[config.mk]
export PLATFORM = sky130hd
export DESIGN_NAME = proc_control_fsm
export DESIGN_NICKNAME = d
export VERILOG_FILES = /design/src/rtl/proc_ctrl_pkg.sv /design/src/rtl/proc_ctrl_decode.sv /design/src/rtl/proc_control_fsm.sv
export SDC_FILE = /design/constraint.sdc
export NUM_CORES = 1
export LEC_CHECK = 0
export ABC_AREA = 1
export CORE_ASPECT_RATIO = 0.8
export CORE_MARGIN = 10
export CORE_UTILIZATION = 35
export DETAILED_ROUTE_END_ITERATION = 7
export GPL_ROUTABILITY_DRIVEN = 0
export PLACE_DENSITY_LB_ADDON = 0.05
export SETUP_SLACK_MARGIN = 0.3
export SLEW_MARGIN = 20
export SYNTH_ARGS = -nofsm -noshare
export SYNTH_HDL_FRONTEND = slang
export SYNTH_HIERARCHICAL = 1
export SYNTH_SLANG_ARGS = --single-unit
[constraint.sdc]
create_clock -name CLK -period 2 [get_ports CLK]
set_clock_uncertainty 0.1 [all_clocks]
set_input_delay 0.5 -clock CLK [delete_from_list [all_inputs] [get_ports CLK]]
set_output_delay 0.5 -clock CLK [all_outputs]
set_load 0.005 [all_outputs]
[src/rtl/proc_ctrl_pkg.sv]
// Shared definitions for the cs147sec05 processor control unit.
// Holds the CTRL bit map, the instruction opcode/funct values, the ALU
// operation codes, the FSM state encoding and the decoded-instruction record
// passed from proc_ctrl_decode to the FSM. No ports (package).
package proc_ctrl_pkg;

  localparam int CTRL_W = 32;

  // CTRL bit positions
  localparam int PC_LOAD   = 0;
  localparam int PC_SEL_LO = 1;   // pc_sel_1..3 occupy bits 3:1
  localparam int PC_SEL_HI = 3;
  localparam int MEM_R     = 4;
  localparam int MEM_W     = 5;
  localparam int R1_SEL_1  = 6;
  localparam int REG_R     = 7;
  localparam int REG_W     = 8;
  localparam int WA_SEL_LO = 9;   // wa_sel_1..3 occupy bits 11:9
  localparam int WA_SEL_HI = 11;
  localparam int WD_SEL_LO = 12;  // wd_sel_1..3 occupy bits 14:12
  localparam int WD_SEL_HI = 14;
  localparam int SP_LOAD   = 15;
  localparam int OP1_SEL_1 = 16;
  localparam int OP2_SEL_LO = 17; // op2_sel_1..4 occupy bits 20:17
  localparam int OP2_SEL_HI = 20;
  localparam int ALU_LO    = 21;
  localparam int ALU_HI    = 25;
  localparam int MA_SEL_1  = 26;
  localparam int DMEM_R    = 27;
  localparam int DMEM_W    = 28;
  localparam int MD_SEL_1  = 29;
  localparam int IR_LOAD   = 30;
  localparam int MA_SEL_2  = 31;

  typedef enum logic [2:0] {
    ST_FETCH  = 3'd0,
    ST_DECODE = 3'd1,
    ST_EXE    = 3'd2,
    ST_MEM    = 3'd3,
    ST_WB     = 3'd4
  } state_t;

  // Opcodes
  localparam logic [5:0] OP_RTYPE = 6'h00;
  localparam logic [5:0] OP_ADDI  = 6'h08;
  localparam logic [5:0] OP_MULI  = 6'h1d;
  localparam logic [5:0] OP_ANDI  = 6'h0c;
  localparam logic [5:0] OP_ORI   = 6'h0d;
  localparam logic [5:0] OP_LUI   = 6'h0f;
  localparam logic [5:0] OP_SLTI  = 6'h0a;
  localparam logic [5:0] OP_BEQ   = 6'h04;
  localparam logic [5:0] OP_BNE   = 6'h05;
  localparam logic [5:0] OP_LW    = 6'h23;
  localparam logic [5:0] OP_SW    = 6'h2b;
  localparam logic [5:0] OP_JMP   = 6'h02;
  localparam logic [5:0] OP_JAL   = 6'h03;
  localparam logic [5:0] OP_PUSH  = 6'h1b;
  localparam logic [5:0] OP_POP   = 6'h1c;

  // R-type functs
  localparam logic [5:0] FN_ADD = 6'h20;
  localparam logic [5:0] FN_SUB = 6'h22;
  localparam logic [5:0] FN_MUL = 6'h2c;
  localparam logic [5:0] FN_AND = 6'h24;
  localparam logic [5:0] FN_OR  = 6'h25;
  localparam logic [5:0] FN_NOR = 6'h27;
  localparam logic [5:0] FN_SLT = 6'h2a;
  localparam logic [5:0] FN_SLL = 6'h01;
  localparam logic [5:0] FN_SRL = 6'h02;
  localparam logic [5:0] FN_JR  = 6'h08;

  // ALU operation codes
  localparam logic [4:0] ALU_NONE = 5'd0;
  localparam logic [4:0] ALU_ADD  = 5'd1;
  localparam logic [4:0] ALU_SUB  = 5'd2;
  localparam logic [4:0] ALU_MUL  = 5'd3;
  localparam logic [4:0] ALU_SRL  = 5'd4;
  localparam logic [4:0] ALU_SLL  = 5'd5;
  localparam logic [4:0] ALU_AND  = 5'd6;
  localparam logic [4:0] ALU_OR   = 5'd7;
  localparam logic [4:0] ALU_NOR  = 5'd8;
  localparam logic [4:0] ALU_SLT  = 5'd9;

  // Select field values, written MSB-first as {sel_3, sel_2, sel_1} / {sel_4..sel_1}
  localparam logic [3:0] OP2_REG   = 4'b1000;
  localparam logic [3:0] OP2_SIMM  = 4'b0010;
  localparam logic [3:0] OP2_ZIMM  = 4'b0000;
  localparam logic [3:0] OP2_SHAMT = 4'b0101;
  localparam logic [3:0] OP2_ONE   = 4'b0100;

  localparam logic [2:0] PC_SEQ    = 3'b101;
  localparam logic [2:0] PC_BRANCH = 3'b111;
  localparam logic [2:0] PC_JR     = 3'b100;
  localparam logic [2:0] PC_JUMP   = 3'b001;

  localparam logic [2:0] WA_RD  = 3'b100;
  localparam logic [2:0] WA_RT  = 3'b101;
  localparam logic [2:0] WA_R31 = 3'b010;
  localparam logic [2:0] WA_R0  = 3'b000;

  localparam logic [2:0] WD_ALU = 3'b100;
  localparam logic [2:0] WD_LUI = 3'b110;
  localparam logic [2:0] WD_MEM = 3'b101;
  localparam logic [2:0] WD_PC1 = 3'b000;

  // Everything the FSM needs to know about the instruction in IR.
  typedef struct packed {
    logic       r1_sel_1;
    logic       op1_sel_1;
    logic [3:0] op2_sel;
    logic [4:0] alu_oprn;
    logic       sp_load_exe;
    logic       mem_r;
    logic       mem_w;
    logic       ma_sel_1;
    logic       md_sel_1;
    logic       mem_r_wb;
    logic       reg_w;
    logic [2:0] wa_sel;
    logic [2:0] wd_sel;
    logic       sp_load_wb;
    logic [2:0] pc_sel;
    logic       is_beq;
    logic       is_bne;
  } dec_t;

  // ALU operation for the arithmetic/logic R-type functs; anything else is none.
  function automatic logic [4:0] funct_to_alu(input logic [5:0] funct);
    case (funct)
      FN_ADD:  return ALU_ADD;
      FN_SUB:  return ALU_SUB;
      FN_MUL:  return ALU_MUL;
      FN_AND:  return ALU_AND;
      FN_OR:   return ALU_OR;
      FN_NOR:  return ALU_NOR;
      FN_SLT:  return ALU_SLT;
      FN_SLL:  return ALU_SLL;
      FN_SRL:  return ALU_SRL;
      default: return ALU_NONE;
    endcase
  endfunction

endpackage

[src/rtl/proc_ctrl_decode.sv]
// Combinational instruction decoder for the control unit.
// Ports:
//   opcode - IR[31:26]
//   funct  - IR[5:0]
//   dec    - per-instruction selects, strobes and ALU operation; the FSM
//            decides in which state each field actually reaches CTRL.
// Unknown opcodes/functs decode to a NOP: sequential PC, no write strobes.
module proc_ctrl_decode
  import proc_ctrl_pkg::*;
(
  input  logic [5:0] opcode,
  input  logic [5:0] funct,
  output dec_t       dec
);

  always_comb begin
    dec          = '0;
    dec.r1_sel_1 = 1'b1;
    dec.pc_sel   = PC_SEQ;
    case (opcode)
      OP_RTYPE: begin
        case (funct)
          FN_ADD, FN_SUB, FN_MUL, FN_AND, FN_OR, FN_NOR, FN_SLT, FN_SLL, FN_SRL: begin
            // Shifts take the shamt field as operand 2, the rest use rt.
            dec.op2_sel  = (funct == FN_SLL || funct == FN_SRL) ? OP2_SHAMT : OP2_REG;
            dec.alu_oprn = funct_to_alu(funct);
            dec.reg_w    = 1'b1;
            dec.wa_sel   = WA_RD;
            dec.wd_sel   = WD_ALU;
          end
          FN_JR:   dec.pc_sel = PC_JR;
          default: ;
        endcase
      end
      OP_ADDI, OP_MULI, OP_SLTI, OP_ANDI, OP_ORI: begin
        case (opcode)
          OP_ADDI: dec.alu_oprn = ALU_ADD;
          OP_MULI: dec.alu_oprn = ALU_MUL;
          OP_SLTI: dec.alu_oprn = ALU_SLT;
          OP_ANDI: dec.alu_oprn = ALU_AND;
          default: dec.alu_oprn = ALU_OR;
        endcase
        // Logical immediates are zero-extended, arithmetic ones sign-extended.
        dec.op2_sel = (opcode == OP_ANDI || opcode == OP_ORI) ? OP2_ZIMM : OP2_SIMM;
        dec.reg_w   = 1'b1;
        dec.wa_sel  = WA_RT;
        dec.wd_sel  = WD_ALU;
      end
      OP_LUI: begin
        dec.reg_w  = 1'b1;
        dec.wa_sel = WA_RT;
        dec.wd_sel = WD_LUI;
      end
      OP_BEQ, OP_BNE: begin
        dec.op2_sel  = OP2_REG;
        dec.alu_oprn = ALU_SUB;
        dec.is_beq   = (opcode == OP_BEQ);
        dec.is_bne   = (opcode == OP_BNE);
      end
      OP_LW: begin
        dec.op2_sel  = OP2_SIMM;
        dec.alu_oprn = ALU_ADD;
        dec.mem_r    = 1'b1;
        dec.reg_w    = 1'b1;
        dec.wa_sel   = WA_RT;
        dec.wd_sel   = WD_MEM;
      end
      OP_SW: begin
        dec.op2_sel  = OP2_SIMM;
        dec.alu_oprn = ALU_ADD;
        dec.mem_w    = 1'b1;
      end
      OP_JMP: dec.pc_sel = PC_JUMP;
      OP_JAL: begin
        dec.pc_sel = PC_JUMP;
        dec.reg_w  = 1'b1;
        dec.wa_sel = WA_R31;
        dec.wd_sel = WD_PC1;
      end
      OP_PUSH: begin
        // push stores R0 at SP-1, then SP takes the decremented value.
        dec.r1_sel_1   = 1'b0;
        dec.op1_sel_1  = 1'b1;
        dec.op2_sel    = OP2_ONE;
        dec.alu_oprn   = ALU_SUB;
        dec.mem_w      = 1'b1;
        dec.ma_sel_1   = 1'b1;
        dec.md_sel_1   = 1'b1;
        dec.sp_load_wb = 1'b1;
      end
      OP_POP: begin
        // pop bumps SP in EXE, reads memory in MEM and writes R0 in WB.
        dec.op1_sel_1   = 1'b1;
        dec.op2_sel     = OP2_ONE;
        dec.alu_oprn    = ALU_ADD;
        dec.sp_load_exe = 1'b1;
        dec.mem_r       = 1'b1;
        dec.ma_sel_1    = 1'b1;
        dec.mem_r_wb    = 1'b1;
        dec.reg_w       = 1'b1;
        dec.wa_sel      = WA_R0;
        dec.wd_sel      = WD_MEM;
      end
      default: ;
    endcase
  end

endmodule

[src/rtl/proc_control_fsm.sv]
// Five-state (FETCH, DECODE, EXE, MEM, WB) control unit of the cs147sec05
// processor. Captures the instruction in FETCH and the ALU zero flag in EXE,
// and builds the CTRL word for the data path from state, IR and zero_q.
// Ports:
//   CLK         - clock, rising edge
//   RST         - asynchronous active-low reset
//   INSTRUCTION - instruction word, valid during FETCH
//   ZERO        - ALU zero flag, sampled on the edge leaving EXE
//   CTRL        - control word to the data path
//   STATE       - current state encoding
module proc_control_fsm
  import proc_ctrl_pkg::*;
(
  input  logic              CLK,
  input  logic              RST,
  input  logic [31:0]       INSTRUCTION,
  input  logic              ZERO,
  output logic [CTRL_W-1:0] CTRL,
  output logic [2:0]        STATE
);

  state_t      state;
  state_t      next_state;
  logic [31:0] ir;
  logic        zero_q;
  dec_t        dec;
  logic        branch_taken;
  logic        in_decode_on;
  logic        in_exe_on;

  // The register/immediate fields of IR are consumed by the data path only.
  logic unused_ir_fields;
  assign unused_ir_fields = ^ir[25:6];

  proc_ctrl_decode u_decode (
    .opcode (ir[31:26]),
    .funct  (ir[5:0]),
    .dec    (dec)
  );

  // State, IR and zero flag registers.
  always_ff @(posedge CLK or negedge RST) begin
    if (!RST) begin
      state  <= ST_FETCH;
      ir     <= '0;
      zero_q <= 1'b0;
    end else begin
      state <= next_state;
      if (state == ST_FETCH) ir <= INSTRUCTION;
      if (state == ST_EXE)   zero_q <= ZERO;
    end
  end

  // Fixed five-step sequence; illegal encodings fall back to FETCH.
  always_comb begin
    next_state = ST_FETCH;
    case (state)
      ST_FETCH:  next_state = ST_DECODE;
      ST_DECODE: next_state = ST_EXE;
      ST_EXE:    next_state = ST_MEM;
      ST_MEM:    next_state = ST_WB;
      default:   next_state = ST_FETCH;
    endcase
  end

  // CTRL: register-read bits stay up from DECODE onward and ALU/operand
  // selects from EXE onward, so the data path sees stable operands while the
  // memory access and write-back happen. Reset forces the word to zero.
  always_comb begin
    CTRL         = '0;
    branch_taken = (dec.is_beq && zero_q) || (dec.is_bne && !zero_q);
    in_decode_on = (state == ST_DECODE) || (state == ST_EXE) ||
                   (state == ST_MEM) || (state == ST_WB);
    in_exe_on    = (state == ST_EXE) || (state == ST_MEM) || (state == ST_WB);

    if (state == ST_FETCH) begin
      CTRL[MA_SEL_2] = 1'b1;
      CTRL[MEM_R]    = 1'b1;
      CTRL[IR_LOAD]  = 1'b1;
    end
    if (in_decode_on) begin
      CTRL[REG_R]    = 1'b1;
      CTRL[R1_SEL_1] = dec.r1_sel_1;
    end
    if (in_exe_on) begin
      CTRL[OP1_SEL_1]             = dec.op1_sel_1;
      CTRL[OP2_SEL_HI:OP2_SEL_LO] = dec.op2_sel;
      CTRL[ALU_HI:ALU_LO]         = dec.alu_oprn;
    end
    case (state)
      ST_EXE: CTRL[SP_LOAD] = dec.sp_load_exe;
      ST_MEM: begin
        CTRL[MEM_R]    = dec.mem_r;
        CTRL[MEM_W]    = dec.mem_w;
        CTRL[MA_SEL_1] = dec.ma_sel_1;
        CTRL[MD_SEL_1] = dec.md_sel_1;
      end
      ST_WB: begin
        CTRL[PC_LOAD]             = 1'b1;
        CTRL[PC_SEL_HI:PC_SEL_LO] = branch_taken ? PC_BRANCH : dec.pc_sel;
        CTRL[REG_W]               = dec.reg_w;
        CTRL[WA_SEL_HI:WA_SEL_LO] = dec.wa_sel;
        CTRL[WD_SEL_HI:WD_SEL_LO] = dec.wd_sel;
        CTRL[SP_LOAD]             = dec.sp_load_wb;
        CTRL[MEM_R]               = dec.mem_r_wb;
      end
      default: ;
    endcase
    if (!RST) CTRL = '0;
  end

  assign STATE = state;

endmodule

# Word-level counts from Yosys, hierarchy flattened
# Index checks and enable logic that the tools add are counted.
# totals
reg_bits,36
out_inout_bits,35
elab_cells,83
# op_classes
eq_ne,28
mux,31
reduce_logical,21
# ops
operator,count
"6-bit == test, second input constant",9
9-bit one-hot mux with 6 select lines,1
7-bit one-hot mux with 6 select lines,1
"6-bit by 4-bit == test with 1-bit output, second input constant",6
4-bit one-hot mux with 9 select lines,1
32-bit two-way mux,1
"6-bit by 2-bit == test with 1-bit output, second input constant",3
"6-bit by 5-bit == test with 1-bit output, second input constant",3
4-bit one-hot mux with 4 select lines,1
7-bit two-way mux,2
"6-bit by 3-bit == test with 1-bit output, second input constant",2
3-bit one-hot mux with 4 select lines,1
2-bit OR reduction,6
1-bit two-way mux,11
10-bit two-way mux,1
9-bit two-way mux,1
9-bit OR reduction,1
1-bit logical OR,8
2-bit two-way mux,4
4-bit two-way mux,2
"3-bit by 2-bit == test with 1-bit output, second input constant",2
"6-bit by 1-bit == test with 1-bit output, second input constant",1
6-bit zero test,1
3-bit one-hot mux with 2 select lines,1
8 further kinds,10

# Logic depth before layout (Yosys ltp)
# depth
depth_word,8
depth_mapped,11
mapped_depth_nobuf,11

# Hierarchy
# Netlist, hierarchy kept.
# by_module_without_submodules
mod,n_inst,cells_each,area_each_um2,seq_area_each_um2
proc_control_fsm,1,146,953.4,400.4
proc_ctrl_decode,1,133,634.4,0.0

# Worst setup path after synthesis
# Ideal clock, no wire load.
# synth_path
path_kind,register -> output
startpoint,register ir[30]
endpoint,output CTRL[1]
arrival_time_ps,1289
required_time_ps,1400
slack_ps,111
stages_incl_launch_ff,8
n_path_buf,0
path_cell_list,dfrtp_1 > nor2_4 > nand4_1 > nor2_1 > inv_1 > o21ai_0 > nor2_1 > nor2_1
# synth_lines
element,line,source
from (decl),proc_control_fsm.sv:24,logic [31:0] ir;
from (signal assigned),proc_control_fsm.sv:45,ir <= '0;
from (signal assigned),proc_control_fsm.sv:49,if (state == ST_FETCH) ir <= INSTRUCTION;
to (decl),proc_control_fsm.sv:18,"output logic [CTRL_W-1:0] CTRL,"

==> impl_metrics.json <==
{
  "fill_cells": 290,
  "crit_type": "reg2out",
  "fin_crit_ns": 2.51,
  "syn_area_um2": 1590,
  "placed_area_um2": 2390,
  "fmax_mhz": 399,
  "routed_wl_mm": 7.27,
  "cts.path.max_buffers": 2,
  "r2r_cells": 10,
  "critPathArrivalTime_ns": 1.91,
  "first_global_vias": 2142,
  "ctsHoldBuffers": 0,
  "r2r_slack_ns": 0.37,
  "finalHoldViolCount": 0,
  "avgSynthCellArea_um2": 5.69,
  "synth_seq_area_share_pct": 25.2,
  "rsz0062_at_grt": "yes",
  "violations": "setup timing",
  "seqCellArea_um2": 419,
  "p_seq_share_pct": 36.9,
  "grt_use_total_pct": 15.7,
  "numCtsBuffers": 3,
  "num_antenna_cells": 0,
  "die_y_um": 80.2,
  "swShare_pct": 30.1,
  "dpl.hpwl_mm": 3.84,
  "leakagePower_nw": 1.83,
  "ys.warnings.count": 6,
  "power_frac_clock_pct": 29.0,
  "antenna_found_initial": 0,
  "netSwitchingPower_w": 0.000296,
  "cts_root_buf": "clkbuf_8",
  "synthesis.instances": 279,
  "cp_max_fo": 3,
  "port_buffers": 46,
  "clkSlewWorstSetupHoldPaths_ns": 0.06,
  "cts_tree": "done",
  "firstDrtPassIters": 4,
  "nNetsFinal": 462,
  "drtIter0Drc": 134,
  "crit_start": "ir[31]",
  "cap_violations": 0,
  "vias": 2313,
  "slew_violations": 0,
  "htree_num_levels": 1,
  "outcome": "finished, violations left",
  "grt_pass1_wl_mm": 9.96,
  "p_per_area_nw_per_um2": 293,
  "worst_r2r_endpoint": "ir[4]",
  "p_int_w": 0.000688,
  "critPathLaunchType": "flop",
  "setup_viol": 28,
  "grt_overflow": 0,
  "post-route-period-util_pct": 125,
  "final_common_cell": "buf_4",
  "hp-class": "in2async",
  "layout_setup_ws_ns": -0.509,
  "start_util_pct": 37.1,
  "required_ns": 1.40,
  "die_w_um": 95.3,
  "via_per_inst": 4.79,
  "syn2layout_area_growth_pct": 112,
  "ioPinCount": 70,
  "synth_cell_types": 21,
  "clock-sinks": 16,
  "pwr-share-comb_pct": 34.2,
  "finalInstanceArea_um2": 3360,
  "grt_max_degree": 16,
  "ir_drop_mv": 0.369,
  "final_antenna_net_count": 0,
  "dp_slack_ns": -0.602,
  "clk_latency_ns": 0.25,
  "end_kind": "output port",
  "layout_common_cells": "buf_4 (61), nand2_1 (49), buf_6 (44)",
  "r2r-start": "STATE[1]",
  "holdWs_ns": 0.218,
  "row_count": 21,
  "multiInputGateArea_um2": 1280,
  "drc": 0,
  "core_area_um2": 4280,
  "synth-seq-cells": 16,
  "die-area_um2": 7650,
  "p_total_w": 0.000983,
  "wl_per_cell_um": 15.0,
  "drive_gt1_share_pct": 63.6
}
[cell type report]
cell class                 count  share of cell area [%]
clock buffer                   4                    1.64
inverter                      55                    6.67
multi-input combinational    198                    38.1
sequential                    16                    12.5
tap                           57                    2.12
timing repair buffer         153                    39.0
[synth_stat cells, drive strengths merged]
cell     n  share of area, %
clkinv   1              0.24
a21oi    1              0.31
o21ai    6               1.9
nand3b   1              0.47
nand2   77                19
dfrtp   16                25
nor2    61                17
nand4    3               1.2
nand3   43                15
conb     2              0.47
inv     54                13
or2      1              0.39
buf     12               5.0
nor3     1              0.31
[registers in the layout, summed over array words and instances (netlist names)]
register and flops:
ir 12, STATE 3, zero_q 1
[worst max-delay path: stages (launching register included)]
cell     delay (ns)
dfrtp_2        0.44
nor2_4         0.15
buf_6          0.12
buf_12         0.09
buf_6          0.09
buf_6          0.11
nand3_4        0.08
nand2_4        0.09
nor2_4         0.05
nand2_4        0.08
nand2_2        0.07
nand3_2        0.06
inv_1          0.04
nor2_1         0.08
buf_2          0.12
[power groups by stage]
stage | registers (W) | clock network [W] | logic, W
2_1_floorplan | 0.000361 | 0 | 0.000100
3_3_place_gp | 0.000364 | 0 | 0.000209
3_5_place_dp | 0.000365 | 0 | 0.000211
4_1_cts | 0.000363 | 0.000292 | 0.000276
5_1_grt | 0.000365 | 0.000303 | 0.000358
6_report | 0.000363 | 0.000285 | 0.000336
[worst max-delay path by stage]
stage,endpoint,cells after the start
after floorplan,CTRL[1],7
after global placement,CTRL[4],7
after detailed placement,CTRL[2],5
after CTS,CTRL[2],11
after global routing,CTRL[2],11
final,CTRL[22],14
[metal layers]
| layer | part of all wire [%] | global-route usage [%] | wire length [um] | vias up |
|---|---|---|---|---|
| met5 | 0 | 0 | 0 | - |
| met4 | 3.1 | 4.78 | 227 | 0 |
| met3 | 6.4 | 3.07 | 463 | 20 |
| met2 | 48 | 27.3 | 3510 | 81 |
| met1 | 42 | 19.1 | 3060 | 1079 |
| li1 | - | - | - | 1133 |
[repair_timing]
action,4_1_cts,5_1_grt
gates cloned,1,0
pin swaps,43,46
buffers inserted,47,19
endpoints found under the setup margin,32,31
gates resized for setup,232,70
[per-stage QoR]
step,setup TNS [ns],util [%],std cells
after global placement,-15.83,55.8,412
after floorplan,0,-,281
after detailed placement,-16.11,55.8,412
after CTS,-6.31,70.2,464
after global routing,-11.61,78.4,483
final,-9.38,78.4,483
[cells by family (layout without fill, tap and decap cells)]
family	Yosys count	count (layout)	synth area share (%)
other	2	4	0.473
AO/OA/AOI/OAI	7	7	2.21
flip-flops	16	16	25.2
AND/OR/NAND/NOR	187	187	54.1
buffers and inverters	67	212	18.0
Power figures use the tool's default switching activity.
